$ cat config.mk
export PLATFORM = sky130hd
export DESIGN_NAME = jk_input_conditioner
export DESIGN_NICKNAME = d
export VERILOG_FILES = /design/src/rtl/jk_input_conditioner.sv
export SDC_FILE = /design/constraint.sdc
export NUM_CORES = 1
export LEC_CHECK = 0
export ABC_CLOCK_PERIOD_IN_PS = 1000
export CAP_MARGIN = 20
export CORE_ASPECT_RATIO = 1.2
export CORE_MARGIN = 2
export CORE_UTILIZATION = 45
export DETAILED_ROUTE_END_ITERATION = 16
export PLACE_DENSITY = 0.82
export SLEW_MARGIN = 20
export SYNTH_ARGS = -nofsm -noshare
export SYNTH_HDL_FRONTEND = slang
export SYNTH_SLANG_ARGS = --single-unit
$ cat constraint.sdc
create_clock -name input_clock1_c_1 -period 1 [get_ports input_clock1_c_1]
set_input_delay 0.25 -clock input_clock1_c_1 [delete_from_list [all_inputs] [get_ports input_clock1_c_1]]
set_output_delay 0.25 -clock input_clock1_c_1 [all_outputs]
set_load 0.02 [all_outputs]
$ cat src/rtl/jk_input_conditioner.sv
// ============================================================================
// Module      : jk_input_conditioner
// Description : Four-channel synchroniser and debouncer for the JK flip-flop inputs.
//               Optional macro JK_INPUT_CONDITIONER_STROBE_EN builds the change strobes.
// Revision    : 1.0
// ============================================================================
`default_nettype none

module jk_input_conditioner #(
  parameter int DEBOUNCE_CYCLES = 4,
  parameter int CNT_W           = 3
) (
  input  logic       input_clock1_c_1,
  input  logic       input_reset1_rst_2,
  input  logic       input_switch1_j_3,
  input  logic       input_switch2_k_4,
  input  logic       input_switch3_preset_n_5,
  input  logic       input_switch4_clear_n_6,
  output logic       output_j_0_7,
  output logic       output_k_0_8,
  output logic       output_preset_n_0_9,
  output logic       output_clear_n_0_10,
  output logic [3:0] output_strobe_0_11,
  output logic       output_conflict_0_12
);

  // Channel order {clear_n, preset_n, k, j}; active-low controls idle high.
  localparam logic [3:0]       IDLE     = 4'b1100;
  localparam logic [CNT_W-1:0] CNT_LAST = CNT_W'(DEBOUNCE_CYCLES - 1);
  localparam logic [CNT_W-1:0] CNT_ONE  = CNT_W'(1);

  logic       clk;
  logic       rst;
  logic [3:0] raw;
  logic [3:0] stable;
  logic [3:0] change;
  logic       conflict;

  assign clk = input_clock1_c_1;
  assign rst = input_reset1_rst_2;
  assign raw = {input_switch4_clear_n_6, input_switch3_preset_n_5,
                input_switch2_k_4, input_switch1_j_3};

  generate
    for (genvar ch = 0; ch < 4; ch++) begin : g_chan
      logic             s1;
      logic             s2;
      logic [CNT_W-1:0] cnt;
      logic             level;

      // A change commits on the edge the counter has already seen DEBOUNCE_CYCLES-1 mismatches.
      assign change[ch] = (s2 != level) && (cnt == CNT_LAST);
      assign stable[ch] = level;

      always_ff @(posedge clk) begin
        if (rst) begin
          s1    <= IDLE[ch];
          s2    <= IDLE[ch];
          level <= IDLE[ch];
          cnt   <= '0;
        end else begin
          s1 <= raw[ch];
          s2 <= s1;
          if (s2 == level) begin
            cnt <= '0;
          end else if (change[ch]) begin
            level <= s2;
            cnt   <= '0;
          end else begin
            cnt <= cnt + CNT_ONE;
          end
        end
      end
    end
  endgenerate

  always_ff @(posedge clk) begin
    if (rst) begin
      conflict <= 1'b0;
    end else begin
      conflict <= ~stable[2] & ~stable[3];
    end
  end

`ifdef JK_INPUT_CONDITIONER_STROBE_EN
  logic [3:0] strobe;

  always_ff @(posedge clk) begin
    if (rst) begin
      strobe <= 4'b0000;
    end else begin
      strobe <= change;
    end
  end

  assign output_strobe_0_11 = strobe;
`else
  assign output_strobe_0_11 = 4'b0000;
`endif

  assign output_j_0_7         = stable[0];
  assign output_k_0_8         = stable[1];
  assign output_preset_n_0_9  = stable[2];
  assign output_clear_n_0_10  = stable[3];
  assign output_conflict_0_12 = conflict;

endmodule

`default_nettype wire
==> results <==
per-stage QoR:
stage               hold slack [ns]   TNS, ns  util [%]  cells  cell area (µm²)
finish                       0.4269   -0.5263     68.54    117             1374
global route                 0.4502    -1.284     68.54    117             1374
CTS                          0.4324   -0.5276     65.23    116             1308
detailed placement           0.3999    -6.304     56.93    110             1141
global placement             0.3966    -5.695     56.93    110             1141
floorplan                    0.3214  -0.02478         -     80             1011
kinds of logic (layout without fill, tap and decap cells):
family | after synthesis | in the layout
other | 1 | 4
AO/OA/AOI/OAI | 2 | 2
adder cells (fa/ha/maj) | 8 | 8
XOR/XNOR | 4 | 4
multiplexers | 2 | 2
flip-flops | 25 | 25
AND/OR/NAND/NOR | 25 | 25
buffers and inverters | 10 | 27
registers in the layout, summed over array words and instances, names as in the netlist:
| register | cells |
|---|---|
| output_k_0_8 | 1 |
| g_chan.s2 | 4 |
| output_clear_n_0_10 | 1 |
| g_chan.cnt | 12 |
| output_conflict_0_12 | 1 |
| output_preset_n_0_9 | 1 |
| output_j_0_7 | 1 |
| g_chan.s1 | 4 |
how the worst min path moves through the flow:
stage	from	to	slack (ns)	cells after the start
6_report	g_chan[3].s1	g_chan[3].s2	0.43	1
5_1_grt	g_chan[3].s1	g_chan[3].s2	0.45	1
4_1_cts	g_chan[3].s1	g_chan[3].s2	0.43	1
3_5_place_dp	g_chan[3].s1	g_chan[3].s2	0.40	1
3_3_place_gp	g_chan[3].s1	g_chan[3].s2	0.40	1
2_1_floorplan	input_reset1_rst_2	g_chan[0].cnt[1]	0.32	1
power by group through the flow:
| stage | clock network, mW | registers (mW) | logic (mW) |
|---|---|---|---|
| detailed placement | 0 | 1.05 | 0.0879 |
| finish | 0.449 | 1.03 | 0.112 |
| global placement | 0 | 1.05 | 0.0841 |
| CTS | 0.458 | 1.03 | 0.100 |
| floorplan | 0 | 1.05 | 0.0691 |
| global route | 0.483 | 1.03 | 0.122 |
synthesized netlist by cell type, drive strengths merged:
master	n	area (µm²)
a211o	2	17.52
and2b	4	30.03
buf	6	52.55
conb	1	3.750
dfxtp	25	500.5
ha	8	100.1
inv	4	15.01
mux2i	2	20.02
nor2	2	7.510
nor2b	2	12.51
nor3	1	5.000
nor4	8	56.30
nor4b	4	53.80
or2	4	25.02
xnor2	4	35.03
per-layer routing:
metal / track usage [%] / up-vias / wire length [µm] / part of all wire (%)
met2: 24.41 / 13 / 755 / 49
met5: 0 / - / 0 / 0
met1: 17.50 / 278 / 696 / 45
met3: 2.013 / 5 / 51 / 3.3
met4: 11.76 / 0 / 53 / 3.4
li1: - / 299 / - / -
cell type report:
| type | instances | area share, % |
|---|---|---|
| Inverter | 4 | 1.093 |
| Sequential cell | 25 | 37.61 |
| Clock buffer | 4 | 1.913 |
| Multi-Input combinational cell | 45 | 43.99 |
| Timing Repair Buffer | 19 | 13.57 |
| Tap cell | 20 | 1.821 |
worst max-delay path, delay by kind of cell, from the launching register on:
kind	cells	cell delay, ns
and+or+nand+nor	1	0.26
adders and majority gates	2	0.38
DFF	1	0.36
repair_timing:
item                                    4_1_cts  5_1_grt
pin swaps                                    12        2
hold buffers                                  0        0
endpoints found under the setup margin       21       21
buffers inserted                              2        1
cloned                                        0        0
gates resized for setup                      55        8
==> results.md <==
* Clock network fraction of design power at 28.2%
* R2r setup slk at -0.07 ns
* GPL Wtd Cong at 0.6133
* Commonest non-fill, non-tap cell in the layout: dfxtp_2
* Clock latency on the worst-skew pair at 0.32 ns
* Synth-to-Final Area Change at 46.99%
* Die W at 45.61 µm
* Initial Util at 46.63%
* Die height at 53.93 µm
* Final period util at 106.7%
* Vias in the first global route at 573
* DR DRC count at 0
* Req. time, crit path at 1.24 ns
* Reg clk slew, reported paths at 0.13 ns
* Register area share after synthesis at 53.55%
* Max Cap Viol at 0
* Synth Area in Compound Gates at 1.874%
* PwrDens at 1158 nW/µm²
* WL final at 1556 µm
* Setup ws final at -0.06659 ns
* Max H-tree Level at 1
* Count of input and output buffers at 10
* Cells on worst reg2reg path at 3
* Largest family of logic cells by synthesized area: simple AND/OR/NAND/NOR gates
* Reg-to-Reg Start: g_chan[3].cnt[0]
* Crit path arrival time at 1.31 ns
* Clk buf depth at 2
* CP startpoint kind: flip-flop
* CTS Sinks at 25
* Worst setup path end: g_chan[3].cnt[2]
* Max stage delay cell, worst path: dfxtp_2
* Total GRT Usage at 15.06%
* Top cell by count, worst path: ha_4
* Worst-path cell chain: ha_4 > ha_4 > nor4_4
* XOR/XNOR share of the synthesized area at 3.748%
* CP Class: reg2reg
* Final slew viol count at 0
* Synth Area in Adders at 10.71%
* First-pass GRT wire length at 2518 µm
* Final Power at 1.591 mW
* Antenna diode count at 0
* CTS tree: built
* RSZ-0062 raised after global routing: yes
* Critical Path Source: g_chan[3].cnt[0]
* Post-route ant nets at 0
* Net Sw Frac at 22.68%
* Minimum clock period at 1.067 ns
* GRT overflow at 0
* Nets@finish at 112
* Layout cell share with drive strength beyond 1 at 59.79%
* Post-synthesis mux area share at 2.142%
* Comb pwr share at 7.1%
* Critical path endpoint category: flip-flop
* Seq pwr share at 64.7%
* Largest net degree at the start of global routing at 26
* Syn_area_per_cell at 12.14 µm²
* Routed wire per std cell at 13.30 µm
* Internal power at 1.230 mW
* Setup violations, final at 16
* CP Max Fanout at 2
* Initial antenna violation count at 0
* Clock Tree Root: clkbuf_4
* Most frequent cells in the layout: 13 x dfxtp_2, 12 x dfxtp_1, 8 x ha_4, 8 x buf_4
* Post-synthesis cell count at 77
* Worst Hold Class: reg2reg
* Endpoints failing hold at 0
* Status: complete, but fails checks
* Critical R2R Capture: g_chan[3].cnt[2]
* DP HPWL at 994.1 µm
* Fraction of the mapped netlist area in simple logic gates at 20.35%
* Setup slack at placement at -0.2873 ns
* Row cnt at 18
* First-pass iteration count of the detailed router at 3
* Ys Warns at 0
* Failing checks: negative setup slack
* Ports at 15
* Leak at 0.4795 nW
* Slowest stage delay, CP at 0.36 ns
* Switch Pwr at 361.0 µW
* Vias per inst at 5.085
* Synthesized flop and latch total at 25
* Yosys cell types at 18
* FMAX at 937.6 MHz
* Sequential Area at 516.7 µm²
* Mapped Area at 934.6 µm²
* Die ar. at 2459 µm²
* Number of fill cells at 130
* Multi-input logic area at 604.3 µm²
* Via count at 595
* Worst Skew at 0.003218 ns
* Core area at 2004 µm²
* CTS Buf Count at 3
* VDD IR-drop max at 0.001149 V
* Iter 0 DRT Violations at 2
Power figures use the tool's default switching activity.
==> RTL change: new RTL, same flow settings <==
The option `JK_INPUT_CONDITIONER_STROBE_EN` is turned on by a define.
--- a/src/rtl/jk_input_conditioner.sv
+++ b/src/rtl/jk_input_conditioner.sv
@@ -5,6 +5,8 @@
 // Revision    : 1.0
 // ============================================================================
 `default_nettype none
+
+`define JK_INPUT_CONDITIONER_STROBE_EN
 
 module jk_input_conditioner #(
   parameter int DEBOUNCE_CYCLES = 4,
Behaviour: not the same (a bounded check fails within 10 cycles, from zero or initial values and one cycle with input_reset1_rst_2 high).
==> RTL change against the original RTL <==
  * The flow still finishes with violations (negative setup slack)
  * Area after synthesis up 8.8%
  * Sequential cell count up 4
  * First-iteration DRC count down 100%
  * Cell area up 21%
  * Power up 45%
  * Worst setup slack better by 0.011 ns
  * Non-clock buffer count up 4
  * Utilization up 11 points
  * Sequential power up 16%
  * Wire length up 5.0%
  * Largest cell class unchanged
  * Largest power group unchanged
==> RTL change: results (changes against the original RTL) <==
The final reports fail on negative setup slack. The final non-filler cell area was 0.00166 mm² (+21%). The number of failing setup endpoints in the final timing report is 21 (+5). The buffer count excluding the clock tree in the final layout is 23 (+4).

For the number of distinct library cells after synthesis, the log shows 17 (-1). The sequential fraction of design power was 51.8% (-13 points). The logs give 2.79 mm (+11%) for the global-route wire length before repair and 0.994 mW (+120%) for the clock group total power. The clock-pin slew on the worst setup and hold paths works out to 0.09 ns (-0.04 ns).

The area share of xor/xnor cells in the synthesized design is 3.44% (-0.30 points). The fraction of area in registers came out at 36.3% (-1.3 points). The flow ran to the end, but the final reports show violations. The run gives 1 (-2) as the iteration count of the initial detailed-routing pass.

The sequential element share of the synthesized area is 57.1% (+3.5 points). The logs give 657 µm (-5.6%) for the routed length on met1 and -0.0556 ns (+0.0109 ns) for the final critical-path setup slack. The combined global-route utilization of all metal layers is 15.9% (+0.83 points), and the number of sequential cells is 29 (+16%). The met3 usage in global routing was 10.7% (+8.7 points); the data arrival at the endpoint of the critical path was 1.29 ns (-0.02 ns). The area share of fa/ha/maj cells after synthesis was 9.84% (-0.87 points); the share of cell area taken by muxes after synthesis was 1.97% (-0.17 points). The peak fanout along the critical path was 6 (+4); the met2 track demand over resource in global routing was 23.4% (-1.1 points). The final-layout clock buffer total came out at 7 (+3).

The run gives -0.295 ns (-0.00743 ns) as the post-placement setup slack.
## RTL change: cell types whose count changed after synthesis, moves of 2 or more
cell,before,now
sky130_fd_sc_hd__buf_4,4,0
sky130_fd_sc_hd__or2_2,4,2
sky130_fd_sc_hd__and2b_1,4,0
sky130_fd_sc_hd__dfxtp_1,25,29
sky130_fd_sc_hd__nor3b_1,0,4
sky130_fd_sc_hd__nor2b_1,2,6
sky130_fd_sc_hd__or2_1,0,2
## RTL change: worst paths after layout
path	from	to	slack, ns	cells past startpoint
worst max register to register	g_chan[2].cnt[0]$_SDFF_PP0_	output_preset_n_0_9$_SDFFE_PP1P_	-0.06	4
worst min register to register	g_chan[2].s1$_SDFF_PP1_	g_chan[2].s2$_SDFF_PP1_	0.40	1
worst min-delay path	g_chan[2].s1$_SDFF_PP1_	g_chan[2].s2$_SDFF_PP1_	0.40	1
worst max-delay path	g_chan[2].cnt[0]$_SDFF_PP0_	output_preset_n_0_9$_SDFFE_PP1P_	-0.06	4
